==> config.mk <==
export PLATFORM = sky130hd
export DESIGN_NAME = prio_encoder_seq
export DESIGN_NICKNAME = d
export VERILOG_FILES = /design/src/rtl/prio_encoder_seq_pkg.sv /design/src/rtl/prio_enc_comb.sv /design/src/rtl/prio_encoder_seq.sv
export SDC_FILE = /design/constraint.sdc
export NUM_CORES = 1
export LEC_CHECK = 0
export ABC_CLOCK_PERIOD_IN_PS = 1500
export CAP_MARGIN = 30
export CORE_AREA = 2 2 39 41
export CTS_CLUSTER_SIZE = 30
export DETAILED_ROUTE_END_ITERATION = 6
export DIE_AREA = 0 0 41 43
export SLEW_MARGIN = 30
export SYNTH_ARGS = -nofsm -noshare
export SYNTH_HDL_FRONTEND = slang
export SYNTH_SLANG_ARGS = --single-unit
==> constraint.sdc <==
create_clock -name clk -period 1.5 [get_ports clk]
set_clock_uncertainty 0.2 [all_clocks]
set_input_delay 0.15 -clock clk [delete_from_list [all_inputs] [get_ports clk]]
set_output_delay 0.15 -clock clk [all_outputs]
set_load 0.03 [all_outputs]
==> src/rtl/prio_encoder_seq_pkg.sv <==
// Shared definitions for the sequential priority encoder: default line count,
// derived code width and the per-cycle action encoding of the output stage.
package prio_encoder_seq_pkg;

  localparam int ENC_N_DEFAULT = 4;

  // Width of the binary index for n request lines; a single line still needs one bit.
  function automatic int enc_w(input int n);
    return (n < 2) ? 1 : $clog2(n);
  endfunction

  localparam logic [1:0] ACT_STALL = 2'd0;
  localparam logic [1:0] ACT_ISSUE = 2'd1;
  localparam logic [1:0] ACT_IDLE  = 2'd2;

endpackage

==> src/rtl/prio_enc_comb.sv <==
// Combinational lowest-index-wins priority encoder: isolates the lowest set
// bit of cand and reports its one-hot form, its binary index and whether any bit was set.
module prio_enc_comb
  import prio_encoder_seq_pkg::*;
#(
  parameter int N = ENC_N_DEFAULT,
  localparam int W = enc_w(N)
) (
  input  logic [N-1:0] cand,
  output logic [N-1:0] sel,
  output logic [W-1:0] idx,
  output logic         any
);

  // Two's-complement trick: cand & -cand keeps only the lowest set bit.
  assign sel = cand & (~cand + {{(N-1){1'b0}}, 1'b1});
  assign any = |cand;

  // Each index bit is the OR of the one-hot lines whose position has that bit set.
  for (genvar gi = 0; gi < W; gi++) begin : g_idx
    logic [N-1:0] mask;
    always_comb begin
      mask = '0;
      for (int i = 0; i < N; i++) begin
        mask[i] = ((i >> gi) & 1) == 1;
      end
    end
    assign idx[gi] = |(sel & mask);
  end

endmodule

==> src/rtl/prio_encoder_seq.sv <==
// Sequential priority encoder: captures request pulses into a pending set and
// issues one index per valid/ready handshake, lowest index first.
module prio_encoder_seq
  import prio_encoder_seq_pkg::*;
#(
  parameter int N = ENC_N_DEFAULT,
  localparam int W = enc_w(N)
) (
  input  logic         clk,
  input  logic         rst,
  input  logic [N-1:0] req_in,
  input  logic         out_ready,
  output logic         out_valid,
  output logic [W-1:0] out_code,
  output logic [N-1:0] pending,
  output logic         dropped
);

  logic         take;
  logic         load;
  logic [N-1:0] cand;
  logic [N-1:0] sel;
  logic [W-1:0] idx;
  logic         any;
  logic [1:0]   act;

  assign take = out_valid & out_ready;
  assign load = ~out_valid | take;
  // New pulses join the pending set in the same cycle, so they can issue immediately.
  assign cand = pending | req_in;

  prio_enc_comb #(.N(N)) u_enc (
    .cand (cand),
    .sel  (sel),
    .idx  (idx),
    .any  (any)
  );

  always_comb begin
    act = ACT_STALL;
    if (load) begin
      act = any ? ACT_ISSUE : ACT_IDLE;
    end
  end

  always_ff @(posedge clk or posedge rst) begin
    if (rst) begin
      out_valid <= 1'b0;
      out_code  <= '0;
      pending   <= '0;
      dropped   <= 1'b0;
    end else begin
      // A merge only counts against events already waiting, not ones being issued now.
      dropped <= |(req_in & pending);
      case (act)
        ACT_ISSUE: begin
          out_valid <= 1'b1;
          out_code  <= idx;
          pending   <= cand & ~sel;
        end
        ACT_IDLE: begin
          out_valid <= 1'b0;
          pending   <= '0;
        end
        default: begin
          pending <= cand;
        end
      endcase
    end
  end

endmodule
==> flow_summary.ini, run 1 <==
[critical_path]
crit_buf_inv = 0
critPathArrivalTime_ps = 1400
crit_chain = or4_4 -> a21oi_2 -> a21oi_2
critPathRequiredTime_ps = 1440
critPathCapture = out_code[0]
critPathSlowestCell = or4_4
critPathLaunchType = register
reg2reg_from = pending[1]
cp-startpoint = pending[1]
crit_path_max_fanout = 5
critPathMaxStageDelay_ps = 520
cp_top_family = simple AND/OR/NAND/NOR gates
critPathKind = reg2reg
crit_top_cell = a21oi_2
reg2reg_to = out_code[0]
reg2regPathDepth = 3
crit_path_end_kind = register
r2r_slack_ps = 40
cp.depth = 3

[logic_synthesis]
yosysWarnings = 0
synthesis.area_sq_um = 324.1
synth_top_area_share = 0.6178
synth.yosys.seq_area_share = 0.6178
yosys-top-cells-area = dfrtp_1, nor2_1, a21oi_1
ys_ff_latch = 8
syn_nets = 38
syn_avg_cell_area_sq_um = 10.45
synth_largest_area_cell = dfrtp_1
syn_inst = 31
synthDistinctLibCells = 14

[hold_path]
hold_class = reg2reg

[floorplanning]
die_height_um = 43
die_w_um = 41
dieArea_sq_um = 1763
initial_core_util = 0.2342
ios = 15
core_area_sq_um = 1384
rows = 14

[clocking]
cts.sinks = 8
path_clk_slew_ps = 60
clk_path_buf_depth = 2
cts_made_buffers = 3
root_buffer = clkbuf_4
clk_latency_ps = 260
cts_tree = yes
post_cts_buffers = 0
cts_max_level = 1

[global_routing]
grt_max_degree = 9
grt_antenna_before_repair = 0
globalRouteOverflowTotal = 0
grt_pass1_wl_mm = 1.290
grt_usage = 0.1123
grt_pass1_vias = 330

[power_and_ir_drop]
leakagePower_uw = 0.0002281
switching_share = 0.2784
ir_worst_vdd_v = 0.0003467
p_sw_uw = 146.5
seq_power_share = 0.451
powerDensity_nw_per_um2 = 944.9
p_clk_frac = 0.347
cell_internal_pwr_uw = 379.6
combPwrFrac = 0.202

[layout]
final_cell_mix = dlygate4sd2_1, dfrtp_1, nor2_1, clkdlybuf4s50_1, buf_4
final_common_cell = dlygate4sd2_1
nets = 62
drive_above_1_share = 0.2222
syn_to_final_growth_pct = 71.81
fillers = 152
n_antenna_cell = 0

[routing]
drt_iter0_drc = 10
routed_via_density = 4.571
wl_um = 802
dr_total_vias = 320
drc_errors = 0
routedWlPerCell_um = 11.46
drtPass1Iterations = 4
postRouteAntennaNets = 0

[run]
maxCapViolCount = 0

[timing]
report.final.slew_viol_count = 0
period_minus_slack_ps = 1461
rsz0062_at_grt = true
fmax_mhz = 684.7
setup_tns_ps = 0
period_share = 0.9737
fin_hold_ws_ps = 320.1
slew_headroom = 0.7848
tightest_slew_ps = 322.4
setup_viol = 0
report.final.hold_viol_count = 0

[placed_design]
port_buffers = 14
hpwlAfterDp_um = 560.2
globalplace.congestion = 0.7580

[run_status]
status = finished, final reports clean
==> power groups by stage <==
stage / Sequential (uW) / Clock (uW) / Combinational, uW
after CTS: 237 / 189 / 104
after global routing: 240 / 197 / 114
after detailed placement: 241 / 0 / 110
after floorplan: 266 / 0 / 24.8
after global placement: 241 / 0 / 110
final: 237 / 182 / 106
==> sequential cells by signal, summed over array words and instances (netlist names) <==
name and flops:
out_valid 1, pending 4, out_code 2, dropped 1
==> metrics by stage <==
step | setup slack, ps | instances | util | power (uW) | instance area, sq um
2_1_floorplan | 5.159 | 31 | - | 291.1 | 325.3
3_3_place_gp | -56.12 | 65 | 0.3752 | 351.2 | 519.2
3_5_place_dp | -89.01 | 65 | 0.3752 | 351.5 | 519.2
4_1_cts | 44.02 | 70 | 0.3942 | 530.3 | 545.5
5_1_grt | -13.80 | 70 | 0.4024 | 550.9 | 556.8
6_report | 39.41 | 70 | 0.4024 | 526.1 | 556.8
==> final cells by class <==
class,instances,area [sq um],share of cell area
Sequential cell,8,201.4,0.3618
Inverter,1,3.754,0.006742
Multi-Input combinational cell,21,127.6,0.2292
Clock buffer,4,26.28,0.04719
Tap cell,16,20.02,0.03596
Timing Repair Buffer,20,177.7,0.3191
==> tightest hold or removal path, cell delays in order, from the launching register on <==
cell and delay, ps:
dfrtp_1 360, a21oi_2 40, a21oi_2 90
==> repair_timing <==
action	in CTS	in global routing
hold buffers	1	0
resized for setup	8	3
hold endpoints to repair	8	0
setup endpoints to repair	8	1
cloned	0	0
pin swaps	0	2
==> worst min-delay path by stage <==
stage                      startpoint     endpoint  slack [ps]  cells after the start
final                     out_code[0]  out_code[0]         320                      2
after global routing      out_code[0]  out_code[0]         360                      2
after CTS                   req_in[0]      dropped         330                      3
after detailed placement          rst   pending[3]         240                      2
after global placement            rst      dropped         220                      2
after floorplan                   rst      dropped        -230                      1
==> cell families after synthesis <==
| family | count (synthesis) | share of synthesized area |
|---|---|---|
| DFF | 8 | 0.6178 |
| buffers and inverters | 2 | 0.02314 |
| AOI/OAI and AO/OA | 9 | 0.1853 |
| and+or+nand+nor | 12 | 0.1738 |
==> layer usage <==
layer  track usage  share of wire  vias to the layer above
li1              -              -                      154
met1        0.1221           0.43                      152
met2        0.1656           0.47                       14
met3       0.07853           0.10                        0
met4       0.04000              0                        0
met5             0              0                        -
==> synthesized netlist by cell type <==
library cell,count
a21oi_1,3
a22oi_1,2
inv_1,1
nand2_1,3
nor2_1,6
a31oi_1,1
o31ai_1,1
and4_1,1
a21boi_0,1
nand2b_1,1
dfrtp_1,8
or4_1,1
a2bb2oi_1,1
clkbuf_1,1
Note: power is estimated with default switching activity, not from simulation.
==> run 2: changes to the inputs <==
--- a/config.mk
+++ b/config.mk
@@ -8,6 +8,7 @@
 export ABC_CLOCK_PERIOD_IN_PS = 1500
 export CAP_MARGIN = 30
 export CORE_AREA = 2 2 39 41
+export CTS_CLUSTER_DIAMETER = 50
 export CTS_CLUSTER_SIZE = 30
 export DETAILED_ROUTE_END_ITERATION = 6
 export DIE_AREA = 0 0 41 43
==> results of run 2 <==
No change in the layout: final DEF, timing and power equal those of run 1.
==> RTL edit 1: new RTL, config.mk and constraints of run 2 <==
The package constant `ENC_N_DEFAULT` goes from 4 to 8.
--- a/src/rtl/prio_encoder_seq_pkg.sv
+++ b/src/rtl/prio_encoder_seq_pkg.sv
@@ -2,7 +2,7 @@
 // derived code width and the per-cycle action encoding of the output stage.
 package prio_encoder_seq_pkg;
 
-  localparam int ENC_N_DEFAULT = 4;
+  localparam int ENC_N_DEFAULT = 8;
 
   // Width of the binary index for n request lines; a single line still needs one bit.
   function automatic int enc_w(input int n);
Interface: changed (resized out_code, pending and req_in); port bits go from 15 to 24. No check against the original RTL was run, so the function may have changed too.
==> RTL edit 1 against run 2 <==
The flow now finishes with violations (setup timing). Count of clock-buffer cells in the layout unchanged. Die area unchanged. Synthesized cell count increased by 81%. Highest routed layer is now met4. Via count increased by 98%. Utilization increased by 41 points. Area after synthesis increased by 78%. Total power increased by 40%. Setup slack got worse by 81 ps. Critical path type unchanged. Non-clock buffer count increased by 30. Final area increased by 100%. Sequential power increased by 57%. Wire length increased by 100%. Global-route usage increased by 11 points. Sequential cell count increased by 5.
==> RTL edit 1: results (changes against run 2) <==
* Yosys cell types at 20 (+6)
* Comb_multi_in at 40 (+90%)
* Setup TNS at -41.5 ps (-41.5 ps)
* Crit-path slowest cell: dfrtp_2
* Final clock-cell share at 2.34% (-2.4 points)
* Non-Filler Instances at 126 (+80%)
* Global Route Usage Sum at 22.7% (+11 points)
* Max VDD drop at 0.436 mV (+26%)
* Vias/cell at 5.03 (+10%)
* Post-route cell area at 0.00112 mm2 (+100%)
* GP Congestion at 0.816 (+7.6%)
* Synth top area cells: dfrtp_1 (57%), nor2_1 (7.2%), a21oi_1 (5.2%)
* Post-DP HPWL at 1.23 mm (+120%)
* Endpoints failing setup at 1 (+1)
* Post-DP Area at 0.00103 mm2 (+99%)
* Initial drt markers at 7 (-3)
* Register Area at 332 um2 (+65%)
* Slew at the pin closest to its max-slew limit at 306 ps (-16.4 ps)
* Non-clock buffers at 50 (+150%)
* Status: finished, violations left
* Reg power frac at 50.6% (+5.5 points)
* Crit Path Max Fanout at 3 (-2)
* Worst path arrival time at 1510 ps (+110 ps)
* Compound-Gate Fraction of Synth Area at 20.9% (+2.3 points)
* Critical Path Max Stage Delay at 420 ps (-100 ps)
* WL/cell at 13.0 um (+13%)
* Fillcell total at 94 (-38%)
* Synth Register Bits at 13 (+5)
* Minimum setup slack in the final design at -41.5 ps (-80.9 ps)
* # nets final at 122 (+97%)
* Leak pwr at 0.454 nW (+99%)
* Largest regs: pending x8, out_code x3
* Number of global-route vias before repair at 625 (+89%)
* Inverters at 3 (+2)
* Setup bufs post-CTS at 2 (+2)
* Dpl ws at -333 ps (-244 ps)
* Share of layout cells above drive strength 1 at 43.6% (+21 points)
* Worst setup path startpoint: pending[6]
* Port Buffers at 23 (+9)
* Failing checks: setup timing
* First-pass GRT wire length at 2.58 mm (+100%)
RTL edit 1: changes by cell type after synthesis, sizes merged, moves of 2 or more:
cell,change
dfrtp,+5
nor2,+5
a21oi,+3
nand3,+3
nor4,+3
a22oi,+2
inv,+2
nand2,-2
o21ai,+2
RTL edit 1: kinds of logic after synthesis:
family / Yosys count
flops: 13
simple gates: 22
compound gates: 18
buf+inv: 3
RTL edit 1: worst min-delay path by stage:
stage,start,to,cells past startpoint
2_1_floorplan,rst,dropped,1
3_3_place_gp,rst,pending[7],3
3_5_place_dp,rst,pending[7],3
4_1_cts,out_code[0],out_code[0],1
5_1_grt,out_code[0],out_code[0],1
6_report,out_code[0],out_code[0],1
RTL edit 1: per-layer routing:
metal	vias to the layer above	track usage [%]	share of wire [%]
met5	-	0	0
met4	0	12.0	1.8
met3	4	4.71	2.9
met2	15	36.3	53
met1	295	27.1	42
li1	320	-	-
==> RTL edit 2: new RTL, settings of run 2 <==
Without the edit above. Make the reset (`rst`) synchronous in one clocked block.
--- a/src/rtl/prio_encoder_seq.sv
+++ b/src/rtl/prio_encoder_seq.sv
@@ -43,7 +43,7 @@
     end
   end
 
-  always_ff @(posedge clk or posedge rst) begin
+  always_ff @(posedge clk) begin
     if (rst) begin
       out_valid <= 1'b0;
       out_code  <= '0;
Function: differs if rst is asserted again (counterexample within 4 cycles, from zero or initial values and one cycle with rst high); with rst held inactive, the same outputs for 10 cycles.
==> RTL edit 2 against run 2 <==
Total power rose by 1.7%. Critical path depth unchanged. Final area is the same. Sequential share of layout area down 6.3 points. First-iteration DRC count up 20%. Utilization is the same. Sequential cell count unchanged. Fmax is 0.18% higher. Clock power down 3%. Non-clock buffer count grew 2. Wire length decreased by 3.5%. Setup slack gained 2.7 ps. Area after synthesis is 3.5% lower.
==> RTL edit 2: results (changes against run 2) <==
* Cell count of the worst hold path at 3 (+1)
* First-pass GRT wire length at 1.26 mm (-2.7%)
* Vias/cell at 4.74 (+3.7%)
* Status: complete, no violations
* Routed WL at 774 um (-3.5%)
* Final hold slack at 59.3 ps (-261 ps)
* Fillcell total at 145 (-4.6%)
* Layout non-clock buf frac at 34.4% (+2.5 points)
* Post_cts resized at 9 (+1)
* # nets final at 65 (+4.8%)
* Commonest cells post-synth: dfxtp_1 (8), nor2_1 (4), a211oi_1 (3)
* Sequential-to-total area share from yosys stat at 51.2% (-11 points)
* Largest net degree at the start of global routing at 8 (-1)
* Critical Path Max Stage Delay at 490 ps (-30 ps)
* Yosys cell types at 16 (+2)
* Comb_multi_in at 22 (+4.8%)
* Hold Crit Class: in2reg
* Internal power at 0.000387 W (+2.0%)
* Crit Path Max Fanout at 4 (-1)
* Net Count, Synth at 39 (+2.6%)
* Initial drt markers at 12 (+2)
* Worst Hold Launch: req_in[1]
* Number of global-route vias before repair at 315 (-4.5%)
* Global Route Usage Sum at 11.3% (+0.11 points)
* Synth top area cells: dfxtp_1 (51%), a211oi_1 (7.2%), or4_4 (7.2%)
==> RTL edit 2: cell types whose count changed in the layout (fill, tap and decap cells not counted), sizes merged, moves of 2 or more <==
| cell | before | now |
|---|---|---|
| dfrtp | 8 | 0 |
| dfxtp | 0 | 8 |
| a211oi | 0 | 3 |
| buf | 5 | 8 |
| nand2 | 3 | 0 |
| clkdlybuf4s50 | 6 | 4 |
| nor2 | 6 | 4 |
| nor3 | 0 | 2 |
==> RTL edit 2: power groups by stage <==
| stage | clock, W | sequential, W | combinational [W] |
|---|---|---|---|
| after floorplan | 0 | 0.000270 | 0.0000337 |
| after global placement | 0 | 0.000243 | 0.000131 |
| final | 0.000176 | 0.000238 | 0.000121 |
| after global routing | 0.000197 | 0.000240 | 0.000131 |
| after detailed placement | 0 | 0.000243 | 0.000132 |
| after CTS | 0.000186 | 0.000237 | 0.000121 |
==> RTL edit 2: cell families (layout without fill, tap and decap cells) <==
logic type      count (synthesis)  in the layout  share of synthesized area, %
compound gates                 11             11                          24.4
buf+inv                         2             27                          2.40
flops                           8              8                          51.2
simple gates                   11             11                          22.0
==> RTL edit 2: metal layers <==
layer	up-vias	share of wire [%]	track usage, %
met5	-	0	0
met4	0	2.6	10.0
met3	2	8.3	4.71
met2	12	45	14.1
met1	160	44	14.1
li1	172	-	-
==> RTL edit 2: stage by stage <==
| stage | instances | power, W | cell area [um2] | worst slack (ps) |
|---|---|---|---|---|
| CTS | 73 | 0.000545 | 551 | 19.1 |
| detailed placement | 69 | 0.000374 | 536 | -256 |
| finish | 73 | 0.000535 | 557 | 42.1 |
| global placement | 69 | 0.000374 | 536 | -263 |
| floorplan | 32 | 0.000304 | 319 | 20.9 |
| global route | 73 | 0.000568 | 557 | -2.18 |
